## config.mk

```make
export PLATFORM = sky130hd
export DESIGN_NAME = branch_resolve
export DESIGN_NICKNAME = d
export VERILOG_FILES = /design/src/rtl/branch_resolve_pkg.sv /design/src/rtl/branch_resolve_sat_counter.sv /design/src/rtl/branch_resolve.sv
export SDC_FILE = /design/constraint.sdc
export NUM_CORES = 1
export LEC_CHECK = 0
export ABC_AREA = 1
export CAP_MARGIN = 10
export CORE_MARGIN = 8
export CORE_UTILIZATION = 56
export DETAILED_ROUTE_END_ITERATION = 10
export HOLD_SLACK_MARGIN = 0.03
export PLACE_DENSITY = 0.94
export SYNTH_ARGS = -nofsm -noshare
export SYNTH_HDL_FRONTEND = slang
export SYNTH_SLANG_ARGS = --single-unit
```

## constraint.sdc

```tcl
create_clock -name clk -period 3.3 [get_ports clk]
set_clock_uncertainty 0.2 [all_clocks]
set_input_delay 0.33 -clock clk [delete_from_list [all_inputs] [get_ports clk]]
set_output_delay 0.33 -clock clk [all_outputs]
set_load 0.02 [all_outputs]
```

## src/rtl/branch_resolve_pkg.sv

```systemverilog
// Shared types and defaults for the branch resolve block: FSM encoding,
// E/M pipeline register layouts and parameter defaults.
package branch_resolve_pkg;

  typedef enum logic {
    IDLE    = 1'b0,
    RECOVER = 1'b1
  } br_state_e;

  localparam logic [31:0] FT_OFS_DEF = 32'd4;
  localparam int          CNT_W_DEF  = 32;

  // Recovery counter: loaded on the error cycle, one extra flush cycle follows.
  localparam int              REC_W   = 2;
  localparam logic [REC_W-1:0] REC_LEN = REC_W'(1);
  localparam logic [REC_W-1:0] REC_ONE = REC_W'(1);

  typedef struct packed {
    logic        branch;
    logic        pred_take;
    logic [31:0] pc;
    logic [31:0] target;
  } e_reg_t;

  typedef struct packed {
    logic        branch;
    logic        pred_take;
    logic        actual_take;
    logic [31:0] pc;
    logic [31:0] target;
  } m_reg_t;

endpackage

```

## src/rtl/branch_resolve_sat_counter.sv

```systemverilog
// Saturating up-counter with synchronous active-high reset.
module sat_counter #(
  parameter int W = 32
) (
  input  logic         clk,
  input  logic         rst,
  input  logic         inc,
  output logic [W-1:0] cnt
);

  localparam logic [W-1:0] ONE = W'(1);

  logic [W-1:0] cnt_q, cnt_d;

  always_comb begin
    cnt_d = cnt_q;
    if (inc && (cnt_q != {W{1'b1}})) cnt_d = cnt_q + ONE;
  end

  always_ff @(posedge clk) begin
    if (rst) cnt_q <= '0;
    else     cnt_q <= cnt_d;
  end

  assign cnt = cnt_q;

endmodule

```

## src/rtl/branch_resolve.sv

```systemverilog
// Resolves conditional branches in M: detects mispredicts, redirects fetch,
// flushes D/E for two cycles and keeps branch/mispredict statistics.
module branch_resolve
  import branch_resolve_pkg::*;
#(
  parameter logic [31:0] FT_OFS = FT_OFS_DEF,
  parameter int          CNT_W  = CNT_W_DEF
) (
  input  logic             clk,
  input  logic             rst,
  input  logic             branchD,
  input  logic             pred_takeD,
  input  logic [31:0]      pcD,
  input  logic [31:0]      targetD,
  input  logic             stallE,
  input  logic             stallM,
  input  logic             flushE_in,
  input  logic             actual_takeE,
  output logic             branchM,
  output logic             actual_takeM,
  output logic [31:0]      pcM,
  output logic             errorM,
  output logic             redirect_valid,
  output logic [31:0]      redirect_pc,
  output logic             flushD_o,
  output logic             flushE_o,
  output logic [CNT_W-1:0] branch_cnt,
  output logic [CNT_W-1:0] mispred_cnt
);

  e_reg_t           e_q, e_d;
  m_reg_t           m_q, m_d;
  br_state_e        state_q, state_d;
  logic [REC_W-1:0] rec_cnt_q, rec_cnt_d;
  logic             err, flush, br_inc;

  always_ff @(posedge clk) begin
    if (rst) begin
      e_q       <= '0;
      m_q       <= '0;
      state_q   <= IDLE;
      rec_cnt_q <= '0;
    end else begin
      e_q       <= e_d;
      m_q       <= m_d;
      state_q   <= state_d;
      rec_cnt_q <= rec_cnt_d;
    end
  end

  always_comb begin
    state_d   = state_q;
    rec_cnt_d = rec_cnt_q;
    case (state_q)
      IDLE: if (err) begin
        state_d   = RECOVER;
        rec_cnt_d = REC_LEN;
      end
      RECOVER: begin
        rec_cnt_d = rec_cnt_q - REC_ONE;
        if (rec_cnt_d == '0) state_d = IDLE;
      end
      default: state_d = IDLE;
    endcase
  end

  // A stalled M branch is evaluated only once the stall releases.
  always_comb begin
    err         = m_q.branch & (m_q.pred_take != m_q.actual_take) &
                  (state_q == IDLE) & ~stallM;
    flush       = err | (state_q == RECOVER);
    redirect_pc = '0;
    if (err) redirect_pc = m_q.actual_take ? m_q.target : (m_q.pc + FT_OFS);
  end

  always_comb begin
    e_d = e_q;
    if (flushE_in || flush) e_d = '0;
    else if (!stallE)       e_d = '{branchD, pred_takeD, pcD, targetD};
  end

  always_comb begin
    m_d = m_q;
    if (err) m_d = '0;
    else if (!stallM) begin
      if (stallE) m_d = '0;
      else        m_d = '{e_q.branch, e_q.pred_take, actual_takeE, e_q.pc, e_q.target};
    end
  end

  assign br_inc         = m_q.branch & ~stallM & (state_q == IDLE);
  assign branchM        = m_q.branch;
  assign actual_takeM   = m_q.actual_take;
  assign pcM            = m_q.pc;
  assign errorM         = err;
  assign redirect_valid = err;
  assign flushD_o       = flush;
  assign flushE_o       = flush;

  sat_counter #(.W(CNT_W)) u_br_cnt (
    .clk (clk),
    .rst (rst),
    .inc (br_inc),
    .cnt (branch_cnt)
  );

  sat_counter #(.W(CNT_W)) u_mis_cnt (
    .clk (clk),
    .rst (rst),
    .inc (err),
    .cnt (mispred_cnt)
  );

endmodule

```

==> impl_metrics.ini <==
[detailed_routing]
post_drt_antenna_nets = 0
drtIter0Drc = 1014
drc = 0
route.final.wire_length_mm = 31.19
dr.pass1.iters = 7
avgViaCountPerCell = 5.602
via_count = 10560
wire_per_inst_um = 16.56

[yosys]
post_synth_instance_area_mm2 = 0.01032
synth.yosys.seq_area_share = 0.3880
synth_simple_gate_area_share = 0.3464
avgSynthCellArea_um2 = 6.830
yosys_register_bits = 200
yosysWarnings = 0
syn-num-nets = 1587
dominant_combinational_cell_family_by_area_after_synthesis = simple AND/OR/NAND/NOR gates
synth_mux_area_frac = 0
syn_inst = 1511
yosys.area_share.xor_xnor = 0.01528
synthesized_area_fraction_occupied_by_adder_cells = 0.004850
ys_types = 34
compound_gate_fraction_of_synth_area = 0.1457

[power_and_ir_drop]
p_seq_frac = 0.495
internal_power_w = 0.003803
power.density_cell_area_mw_per_mm2 = 390.7
p_clk_frac = 0.440
comb_power_share = 0.065
power.net_switching_w = 0.001191
worst_ir_drop_vdd_uv = 372.1
total_power_w = 0.004995
sw_frac_of_total = 0.2385
p_leak_nw = 4.838

[timing]
maxClockFrequency_mhz = 314.0
timing_max_transition_violations_final = 0
final_min_period_over_clock_period = 0.9651
worstMarginPinSlew_ns = 0.8062
worst_setup_slack_after_layout_ns = 0.1152
timing.final.hold_violations = 0
final.setup.tns_ns = 0
final_period_minus_worst_setup_slack_ns = 3.185
hold_slack_ns = 0.2392
setup_viol = 0
timing.max_slew.rel_slack = 0.4625
rsz0062_at_grt = no

[critical_path]
minimum_setup_slack_among_reg_to_reg_paths_ns = 0.74
critical_path.startpoint = branchM
critPathSlowestCell = sky130_fd_sc_hd__clkdlybuf4s50_1
worstPathMaxFanout = 17
timing.critical_path.to = redirect_pc[17]
critical_path_cell_count = 8
cp_slowest_stage_delay_ns = 0.60
crit_path_cell_chain = nand2_1 > nor2_4 > nand2_2 > buf_4 > nor2_1 > o21ai_0 > inv_1 > clkdlybuf4s50_1
rr_startpoint = u_br_cnt.cnt[0]
start_kind = flip-flop
worst_ep_arrival_time_ns = 2.65
critPathTopFamily = buffers and inverters
cp.buffers_inverters = 3
timing.reg2reg.worst_path_depth = 9
crit_path_end_kind = output pin
setup.worst_path.class = flip-flop to output pin
worstPathRequired_ns = 2.77
endpoint_of_the_most_critical_register_to_register_path = u_br_cnt.cnt[1]

[die]
initial_utilization = 0.5725
rows = 49
placeableCoreArea_mm2 = 0.01802
boundaryPins = 206
fp.dieArea_mm2 = 0.02303
floorplan.die.width_um = 151.8
chipHeight_um = 151.8

[layout]
layout.cells.most_common_list = sky130_fd_sc_hd__nand2_1 (395), sky130_fd_sc_hd__nor2_1 (289), sky130_fd_sc_hd__dfxtp_1 (200), sky130_fd_sc_hd__clkdlybuf4s50_1 (197), sky130_fd_sc_hd__nand3_1 (99)
nets = 1718
areaGrowthSynthToFinish_pct = 23.88
final.fill_count = 1422
instances_no_fill = 1884
antennaDiodeCount = 0
layout.cells.most_common = sky130_fd_sc_hd__nand2_1
drive_above_1_share = 0.07855

[global_routing]
pin_count_of_the_biggest_net_entering_global_routing = 69
grt_pass1_vias = 10110
grtUsageTotal = 0.2680
initial_antenna_violation_count = 0
globalRoute.totalOverflow = 0
first_pass_grt_wire_length_mm = 49.65

[clocking]
clk_pin_slew_ns = 0.07
cts-hold-fix-buffers = 0
cts_tree = built
longest_clk_path_bufs = 2
clock_tree.root_cell = sky130_fd_sc_hd__clkbuf_16
cts.repair.resized = 0
cts_htree_levels = 4
cts_post_setup_buffers_inserted = 0
clock_sinks = 200
clk_latency_ns = 0.43
tritoncts.num_buffers = 17

[placed_design]
io_buffers = 205
place.detailed.instances = 1852
hpwl_mm = 22.37
pre_cts_ws_ns = 0.4868
gp_congestion = 0.9893

[min_path]
hold_path.class = primary input to flip-flop

[run_status]
status = finished, final reports clean

[flow_run]
max_cap_viol_count = 0
flip-flops by register name, summed over array words and instances (netlist names):
name,cells
actual_takeM,1
branchM,1
e_q,66
m_q,33
pcM,32
rec_cnt_q,2
state_q,1
u_br_cnt.cnt,32
u_mis_cnt.cnt,32
per-layer routing:
metal  track usage  routed length (um)  vias up
li1              -                   -     5126
met1        0.3247               12450     4811
met2        0.4394               14520      538
met3       0.07306                3255       80
met4        0.1151                 969        0
met5             0                   0        -
kinds of logic (layout without fill, tap and decap cells):
family	Yosys count	count (layout)
DFF	200	200
xor gates and xnor gates	18	18
AOI/OAI and AO/OA	235	235
and+or+nand+nor	852	852
buffers and inverters	202	346
adders and majority gates	4	4
final cells by class:
class	instances	area (um^2)	area share
well taps	229	286.5	0.02241
clock inverters	14	186.4	0.01458
flip-flops and latches	200	4004	0.3132
repair buffers	218	2192	0.1715
clock buffers	18	429.2	0.03357
inverters	96	360.3	0.02819
multi-input cells	1109	5326	0.4166
synth_stat cells, drive strengths merged:
master | n | area (um^2)
nand2 | 400 | 1511
nor2 | 315 | 1274
dfxtp | 200 | 4004
a21oi | 137 | 835.8
nand3 | 106 | 588.1
inv | 96 | 360.3
buf | 70 | 534.3
a22oi | 67 | 503.0
clkbuf | 36 | 135.1
o21ai | 25 | 125.1
nand4 | 14 | 87.58
xor2 | 12 | 105.1
nand3b | 7 | 52.55
and2 | 6 | 40.04
xnor2 | 6 | 52.55
a31oi | 4 | 25.02
ha | 4 | 50.05
nor3 | 3 | 15.01
a21boi | 1 | 7.510
a21o | 1 | 7.510
or2 | 1 | 6.260
tightest hold or removal path, cell delays in order:
cell and delay (ns):
sky130_fd_sc_hd__buf_2 0.30, sky130_fd_sc_hd__nand2_1 0.13, sky130_fd_sc_hd__a21oi_1 0.05
how the worst min path moves through the flow:
| stage | cells past startpoint | slack, ns | startpoint | end |
|---|---|---|---|---|
| floorplan | 2 | 0.24 | e_q[8] | e_q[8] |
| global placement | 2 | 0.25 | e_q[8] | e_q[8] |
| detailed placement | 2 | 0.26 | e_q[16] | e_q[16] |
| CTS | 3 | 0.24 | stallE | e_q[19] |
| global route | 3 | 0.25 | pcD[20] | e_q[52] |
| finish | 3 | 0.24 | stallE | e_q[15] |
power groups by stage:
stage / combinational [W] / sequential (W) / clock, W
floorplan: 0.000189 / 0.00252 / 0
global placement: 0.000317 / 0.00252 / 0
detailed placement: 0.000324 / 0.00253 / 0
CTS: 0.000326 / 0.00247 / 0.00222
global route: 0.000354 / 0.00247 / 0.00232
finish: 0.000326 / 0.00247 / 0.00220
through the flow:
step	instance area, um^2	utilization
floorplan	10320	-
global placement	12130	0.6729
detailed placement	12130	0.6729
CTS	12740	0.7071
global route	12780	0.7093
finish	12780	0.7093
No activity file was read; power rests on OpenSTA's default activity.
